File: config.mk
export PLATFORM = sky130hd
export DESIGN_NAME = lfsr_stream_scrambler_flat
export DESIGN_NICKNAME = d
export VERILOG_FILES = /design/src/rtl/lfsr_stream_scrambler_if.sv /design/src/rtl/lfsr_stream_scrambler.sv /design/src/flat_wrapper.sv
export SDC_FILE = /design/constraint.sdc
export NUM_CORES = 1
export LEC_CHECK = 0
export ABC_CLOCK_PERIOD_IN_PS = 2000
export CORE_AREA = 4 4 294 296
export CTS_CLUSTER_DIAMETER = 40
export DETAILED_ROUTE_END_ITERATION = 8
export DIE_AREA = 0 0 298 300
export SYNTH_ARGS = -nofsm -noshare
export SYNTH_HDL_FRONTEND = slang
export SYNTH_SLANG_ARGS = --single-unit
File: constraint.sdc
create_clock -name clk -period 2 [get_ports clk]
set_input_delay 0.4 -clock clk [delete_from_list [all_inputs] [get_ports clk]]
set_output_delay 0.4 -clock clk [all_outputs]
set_load 0.1 [all_outputs]
File: src/rtl/lfsr_stream_scrambler_if.sv
// Handshake, seed-load and status bundle between a stream source/sink and lfsr_stream_scrambler.
interface lfsr_stream_scrambler_if #(
   parameter int STATE_W = 347,
   parameter int DATA_W  = 11
);
   logic               seed_load;
   logic [STATE_W-1:0] seed_value;
   logic               in_valid;
   logic               in_ready;
   logic [1:0]         mode;
   logic [DATA_W-1:0]  din;
   logic               out_valid;
   logic               out_ready;
   logic [DATA_W-1:0]  dout;
   logic [STATE_W-1:0] state_out;
   logic [31:0]        beat_cnt;

   modport master (
      output seed_load,
      output seed_value,
      output in_valid,
      output mode,
      output din,
      output out_ready,
      input  in_ready,
      input  out_valid,
      input  dout,
      input  state_out,
      input  beat_cnt
   );

   modport slave (
      input  seed_load,
      input  seed_value,
      input  in_valid,
      input  mode,
      input  din,
      input  out_ready,
      output in_ready,
      output out_valid,
      output dout,
      output state_out,
      output beat_cnt
   );
endinterface

File: src/rtl/lfsr_stream_scrambler.sv
// Registered Galois-LFSR stream scrambler: each accepted beat advances the state DATA_W serial
// steps (scramble / descramble / additive per beat) behind a valid/ready output register.
module lfsr_stream_scrambler #(
   parameter int                 STATE_W  = 347,
   parameter int                 DATA_W   = 11,
   parameter logic [STATE_W-1:0] TAP_MASK = (STATE_W'(1) << 31)  | (STATE_W'(1) << 64) |
                                            (STATE_W'(1) << 162) | (STATE_W'(1) << 209) |
                                            (STATE_W'(1) << 236),
   parameter logic [STATE_W-1:0] SEED     = '0
) (
   input  logic                  clk,
   input  logic                  rst,
   lfsr_stream_scrambler_if.slave bus
);
   logic [STATE_W-1:0] state_reg;
   logic [STATE_W-1:0] state_next;
   logic [DATA_W-1:0]  dout_reg;
   logic [DATA_W-1:0]  dout_next;
   logic               out_valid_reg;
   logic [31:0]        beat_cnt_reg;
   logic               in_ready;
   logic               accept;
   logic [STATE_W-1:0] tap_fb;

   // Bit 0 is always fed by the mode-selected feedback, so its mask bit is dropped.
   assign tap_fb   = {TAP_MASK[STATE_W-1:1], 1'b0};
   assign in_ready = !bus.seed_load && (!out_valid_reg || bus.out_ready);
   assign accept   = bus.in_valid && in_ready;

   always_comb begin
      logic [STATE_W-1:0] s;
      logic               msb;
      logic               feed;
      s         = state_reg;
      dout_next = '0;
      msb       = 1'b0;
      feed      = 1'b0;
      for (int k = 0; k < DATA_W; k++) begin
         msb          = s[STATE_W-1];
         dout_next[k] = bus.din[k] ^ msb;
         case (bus.mode)
            2'd1:    feed = bus.din[k];
            2'd2:    feed = msb;
            default: feed = dout_next[k];
         endcase
         s = {s[STATE_W-2:0], feed} ^ (tap_fb & {STATE_W{msb}});
      end
      state_next = s;
   end

   // Seed load takes priority; in_ready is already low then, so no beat can be lost.
   always_ff @(posedge clk or negedge rst) begin
      if (!rst) begin
         state_reg    <= SEED;
         beat_cnt_reg <= '0;
      end else if (bus.seed_load) begin
         state_reg    <= bus.seed_value;
         beat_cnt_reg <= '0;
      end else if (accept) begin
         state_reg    <= state_next;
         beat_cnt_reg <= beat_cnt_reg + 32'd1;
      end
   end

   always_ff @(posedge clk or negedge rst) begin
      if (!rst) begin
         dout_reg      <= '0;
         out_valid_reg <= 1'b0;
      end else if (accept) begin
         dout_reg      <= dout_next;
         out_valid_reg <= 1'b1;
      end else if (bus.out_ready) begin
         out_valid_reg <= 1'b0;
      end
   end

   assign bus.in_ready  = in_ready;
   assign bus.out_valid = out_valid_reg;
   assign bus.dout      = dout_reg;
   assign bus.state_out = state_reg;
   assign bus.beat_cnt  = beat_cnt_reg;
endmodule

File: src/flat_wrapper.sv
// flat-port wrapper written by rule: the top's interface ports become plain ports
module lfsr_stream_scrambler_flat 
#(
   parameter int                 STATE_W  = 347,
   parameter int                 DATA_W   = 11,
   parameter logic [STATE_W-1:0] TAP_MASK = (STATE_W'(1) << 31)  | (STATE_W'(1) << 64) |
                                            (STATE_W'(1) << 162) | (STATE_W'(1) << 209) |
                                            (STATE_W'(1) << 236),
   parameter logic [STATE_W-1:0] SEED     = '0
)
  (clk, rst, bus_seed_load, bus_seed_value, bus_in_valid, bus_mode, bus_din, bus_out_ready, bus_in_ready, bus_out_valid, bus_dout, bus_state_out, bus_beat_cnt);
  lfsr_stream_scrambler_if #(.STATE_W(STATE_W), .DATA_W(DATA_W)) bus_i ();
  input  logic clk;
  input  logic rst;
  input wire logic [$bits(bus_i.seed_load)-1:0] bus_seed_load;
  input wire logic [$bits(bus_i.seed_value)-1:0] bus_seed_value;
  input wire logic [$bits(bus_i.in_valid)-1:0] bus_in_valid;
  input wire logic [$bits(bus_i.mode)-1:0] bus_mode;
  input wire logic [$bits(bus_i.din)-1:0] bus_din;
  input wire logic [$bits(bus_i.out_ready)-1:0] bus_out_ready;
  output wire logic [$bits(bus_i.in_ready)-1:0] bus_in_ready;
  output wire logic [$bits(bus_i.out_valid)-1:0] bus_out_valid;
  output wire logic [$bits(bus_i.dout)-1:0] bus_dout;
  output wire logic [$bits(bus_i.state_out)-1:0] bus_state_out;
  output wire logic [$bits(bus_i.beat_cnt)-1:0] bus_beat_cnt;
  assign bus_i.seed_load = bus_seed_load;
  assign bus_i.seed_value = bus_seed_value;
  assign bus_i.in_valid = bus_in_valid;
  assign bus_i.mode = bus_mode;
  assign bus_i.din = bus_din;
  assign bus_i.out_ready = bus_out_ready;
  assign bus_in_ready = bus_i.in_ready;
  assign bus_out_valid = bus_i.out_valid;
  assign bus_dout = bus_i.dout;
  assign bus_state_out = bus_i.state_out;
  assign bus_beat_cnt = bus_i.beat_cnt;
  lfsr_stream_scrambler #(.STATE_W(STATE_W), .DATA_W(DATA_W), .TAP_MASK(TAP_MASK), .SEED(SEED)) u_core (.clk(clk), .rst(rst), .bus(bus_i));
endmodule
# After elaboration in Yosys (flattened, before gate mapping)
# Index checks and enable logic that the tools add are counted.
# totals
ff_bits	391
inputBits	365
out_inout_bits	392
word_cells	53
# op_classes
add_sub_neg	1
n_eq_ne	2
mux	17
n_bitwise	22
n_reduce_logical	7
# op_table
op	n
347-bit by 237-bit XOR with 347-bit output	11
347-bit two-way mux	2
32-bit two-way mux	2
32-bit by 1-bit adder with 32-bit output, second input constant	1
1-bit one-hot mux with 2 select lines	11
1-bit XOR	11
2-bit nonzero test	2
2-bit by 1-bit equality test with 1-bit output, second input constant	1
2-bit equality test, second input constant	1
1-bit logical AND	2
1-bit logical NOT	2
1-bit two-way mux	2
1-bit logical OR	1

# Longest topological paths before layout
# logic_depth
word_depth	35
depth_mapped	7
ltp_nobuf	6

# Worst setup path after synthesis
# OpenSTA, ideal clock, no wires.
# synth_timing
path_kind	reg-to-reg
from	register u_core.out_valid_reg (netlist: u_core.bus.out_valid)
to	register u_core.state_reg[162] (netlist: u_core.bus.state_out[162])
setup_time_ns	0.127
t_arrival_ns	2.641
required_ns	1.873
setup_slack_ns	-0.767
path_stages_with_launch	8
path_buffers	2
synth_period_minus_slack_ns	2.767
cell_sequence	dfrtp_1 nand2b_1 and2_1 nand2_1 clkbuf_1 buf_2 nor2_1 a221o_1
# synth_via
elab_chain_cells	5
# synth_rtl
item	line_no	rtl
start: declaration	lfsr_stream_scrambler.sv:19	logic out_valid_reg;
start signal: assignment	lfsr_stream_scrambler.sv:68	out_valid_reg <= 1'b0;
start signal: assignment	lfsr_stream_scrambler.sv:71	out_valid_reg <= 1'b1;
start signal: assignment	lfsr_stream_scrambler.sv:73	out_valid_reg <= 1'b0;
1-bit logical NOT	lfsr_stream_scrambler.sv:27	assign in_ready = !bus.seed_load && (!out_valid_reg || bus.out_ready);
1-bit logical OR	lfsr_stream_scrambler.sv:27	
1-bit logical AND	lfsr_stream_scrambler.sv:27	
via bus_in_ready	flat_wrapper.sv:21	output wire logic [$bits(bus_i.in_ready)-1:0] bus_in_ready;
1-bit logical AND	lfsr_stream_scrambler.sv:28	assign accept = bus.in_valid && in_ready;
2-bit nonzero test (no line)	-	
end signal: assignment	lfsr_stream_scrambler.sv:57	state_reg <= bus.seed_value;
end signal: assignment	lfsr_stream_scrambler.sv:60	state_reg <= state_next;
end: declaration	lfsr_stream_scrambler.sv:15	logic [STATE_W-1:0] state_reg;
# The timed path passes the listed nets, and every way through them passes these cells.
# A chain may end at the register's enable or synchronous reset.

# Worst setup path after layout
# layout_timing
from	register u_core.out_valid_reg (netlist: u_core.bus.out_valid)
to	output port bus_in_ready
# layout_via
elab_chain_cells	3
# layout_rtl
item	line_no
1-bit logical NOT	lfsr_stream_scrambler.sv:27
1-bit logical OR	lfsr_stream_scrambler.sv:27
1-bit logical AND	lfsr_stream_scrambler.sv:27
end: declaration	flat_wrapper.sv:21
# No other way between the ends.

==> reports/summary.md <==
Status
• finished, final reports clean — status

Place
• 0.888 — RD Place Congestion
• -0.344 ns — Setup Slack @ Placement
• 3643 — DP Cell Count
• 756 — buffers added on ports
• 69.2 mm — half-perimeter wire length after detailed placement

CTS
• clkbuf_16 — library cell used as clock root buffer
• 391 — Sinks on Clock Net
• 3 — buffers from clock root to sink, at most
• done — clock tree from TritonCTS
• 3 — H-tree depth
• 0.05 ns — Worst-path clk slew
• 0.62 ns — worst-skew pair later-pin latency
• 78 — Num CTS Buffers

Synth
• 1804 — synthesized instance count
• 9.63 µm² — mean instance size in the synthesized netlist
• 391 — FF+latch count, synth
• simple AND/OR/NAND/NOR gates — combinational family with the most area after synthesis
• 0.563 — share of Yosys cell area claimed by the top area cell type
• 0.00216 — post-synthesis share of cell area spent on full adders, half adders and majority gates
• dfrtp_1 — cell type with the largest total area after synthesis
• 17400 µm² — Syn Std Cell Area
• 0.000576 — multiplexer area fraction after synthesis
• 2172 — net count after synthesis
• 0.563 — Seq/Total Area, Yosys
• 0.175 — synthesized-area fraction occupied by ao, oa, aoi and oai cells
• 0 — number of synthesis warnings
• 0 — count of flip-flops with a built-in enable after synthesis
• 0.181 — basic-gate share of the synthesized area counting and, or, nand and nor cells
• 41 — synth unique cells
• 0.0439 — XOR/XNOR Fraction of Synth Area
• dfrtp_1 — main flop type after synthesis
• 1.00 — Synth async-reset ratio
• dfrtp_1 (56%), nand2_1 (10%), a22oi_1 (9.8%), nor2_1 (4.3%), xnor2_1 (3.9%) — synth top area cells

Global routing
• 15 — antenna violations before repair
• 18000 — vias in the first global route
• 129 mm — global-route wire length before repair
• 0 — Congestion Overflow GR
• 0.193 — GRT Overall Usage
• 121 — largest net degree at the start of global routing

Die
• 757 — IO Count
• 298 µm — die outline width
• 0.208 — initial core utilization
• 106 — num rows
• 300 µm — Die Y
• 89400 µm² — floorplan die area
• 83600 µm² — Std-Cell Core Area

Drt
• 4.66 — routed via count divided by cell count
• 23.7 µm — routed len/inst
• 6 — first-pass iteration count of the detailed router
• 0 — Antenna Nets Post-Route
• 0 — count of unresolved DRC violations after routing
• 1096 — drt first-iter violations
• 89.8 mm — Post-Route WL
• 17700 — Via Count

Power and ir drop
• 0.403 — fraction of power spent switching nets
• 22200 µW — P_int
• 0.270 — share of power burned in registers
• 0.0138 µW — Leakage Power
• 0.341 — proportion of power drawn by combinational gates
• 0.389 — part of the power in the clock network
• 1200 nW/µm² — Cell Pwr Density
• 15000 µW — net switching power figure
• 0.588 mV — peak ir drop on the vdd network

Finish
• 347 — number of flip-flops in the largest register
• 0.267 — share of layout cells above drive strength 1
• 0.371 — Layout Utilization
• 8321 — Filler Cells Inserted
• 3794 — post-layout instance count excluding filler cells
• 3014 — number of nets in the layout
• 78.7% — Layout Area Growth over Synthesis

Timing
• 0.0491 ns — Setup Skew
• 0 — total setup violations reported at the end of the flow
• 0 — hold violation total from the final report
• 1.95 ns — final worst path period need
• 0.544 — Worst slew margin
• 0.0523 ns — setup ws final
• 0.974 — part of the cycle the worst path needs
• 0.111 ns — worst hold-check slack
• 0 — Slew Viols, Final
• 0.684 ns — measured slew at the worst slew-check pin
• true — RSZ-0062 raised after global routing
• 0.513 GHz — max frequency
• 0 ns — summed negative setup slack over all endpoints

Worst setup path
• flop — kind of start point of the critical path
• output port — element type at the critical path end
• nand2b_4 > and2_4 > buf_12 — cells traversed along the worst timing path
• 1.60 ns — Data required, critical path
• dfrtp_4 — master of the slowest instance on the critical path
• 0.09 ns — Worst R2R Setup Slack
• u_core.bus.out_valid — worst setup path startpoint
• u_core.bus.out_valid — r2r startpoint
• 1.55 ns — worst endpoint data arrival time
• 2 — maximum net fanout on the critical path
• 0.50 ns — CP peak stage delay
• flop to output port — crit path kind

Flow run
• 0 — number of max-cap violations

Min path
• primary input to flop — type of the most critical hold path
• bus_seed_load — worst min-delay path startpoint

==> worst max-delay path: cells and delay by family (launching register included) <==
kind                   cells  cell delay [ns]
AND/OR/NAND/NOR            2             0.26
buffers and inverters      1             0.17
flip-flops                 1             0.50
==> power by group through the flow <==
| stage | Combinational (µW) | Sequential [µW] | Clock (µW) |
|---|---|---|---|
| 2_1_floorplan | 1670 | 16100 | 0 |
| 3_3_place_gp | 12800 | 10200 | 0 |
| 3_5_place_dp | 12800 | 10200 | 0 |
| 4_1_cts | 12800 | 10100 | 14700 |
| 5_1_grt | 13100 | 10200 | 15100 |
| 6_report | 12700 | 10100 | 14500 |
==> layer usage <==
metal / wire length [µm] / vias to the layer above / track usage
met1: 35900 / 8711 / 0.235
li1: - / 8009 / -
met4: 2600 / 22 / 0.0589
met2: 43300 / 799 / 0.325
met5: 153 / - / 0
met3: 7760 / 155 / 0.0632
==> area by class of cell <==
type | instances | area (µm²) | area share
Inverter | 5 | 18.8 | 0.000605
Antenna cell | 3 | 7.51 | 0.000242
Tap cell | 1080 | 1350 | 0.0436
Clock inverter | 47 | 769 | 0.0248
Sequential cell | 391 | 9820 | 0.317
Multi-Input combinational cell | 1268 | 7020 | 0.226
Timing Repair Buffer | 902 | 9860 | 0.318
Clock buffer | 98 | 2170 | 0.0699
==> cells by family after synthesis <==
group	after synthesis
flops	391
xor+xnor	87
fa+ha+maj	3
compound gates	413
buf+inv	145
mux	1
simple gates	764
==> worst paths after layout <==
| check | end | cells after the start |
|---|---|---|
| setup / recovery | bus_in_ready | 3 |
| hold / removal | u_core.bus.beat_cnt[28] | 2 |
| setup reg to reg | u_core.bus.state_out[253] | 8 |
| hold reg to reg | u_core.bus.dout[4] | 2 |
| max in group asynchronous | u_core.bus.state_out[263] | 3 |
| min in group asynchronous | u_core.bus.state_out[54] | 2 |
==> through the flow <==
step                      area [µm²]  total power (µW)
after CTS                      31000             37600
final                          31000             37300
after floorplan                17400             17700
after detailed placement       28000             23000
after global placement         28000             22900
after global routing           31000             38400
==> cells in the mapped netlist, drive strengths merged, types with 10 or more instances <==
cell type,n
o21ai,42
nand2,478
a22oi,226
xor2,10
o2bb2ai,11
nor2,199
dfrtp,391
clkbuf,86
nand3,13
a21oi,10
xnor2,77
a31oi,11
buf,54
nor2b,24
o22ai,54
nand4,14
a221o,55
==> layout by cell type (no fill, tap or decap), types with 5 or more instances in the layout <==
| cell | n |
|---|---|
| clkbuf_16 | 79 |
| clkinv_2 | 12 |
| xnor2_1 | 77 |
| clkbuf_8 | 12 |
| or3_1 | 7 |
| buf_4 | 362 |
| buf_12 | 172 |
| a21oi_1 | 9 |
| a221o_1 | 55 |
| a31oi_1 | 11 |
| nand4_1 | 12 |
| dfrtp_2 | 29 |
| clkdlybuf4s50_1 | 362 |
| o2bb2ai_1 | 11 |
| clkbuf_1 | 7 |
| o21ai_0 | 42 |
| nand2_1 | 477 |
| nand3_1 | 11 |
| a22oi_1 | 226 |
| dfrtp_1 | 361 |
| nor4_1 | 6 |
| nor2_1 | 198 |
| clkinv_4 | 5 |
| bufinv_16 | 15 |
| xor2_1 | 10 |
| clkinvlp_4 | 5 |
| o22ai_1 | 54 |
| nor2b_1 | 24 |
| nor3_1 | 8 |
==> repair_timing <==
| item | in CTS | in global routing |
|---|---|---|
| pin swaps | 1 | 1 |
| hold buffers | 1 | 0 |
| buffers inserted | 3 | 0 |
| gates resized for setup | 5 | 1 |
| endpoints found under the setup margin | 5 | 4 |
| hold endpoints to repair | 55 | 0 |
Power figures use the tool's default switching activity.
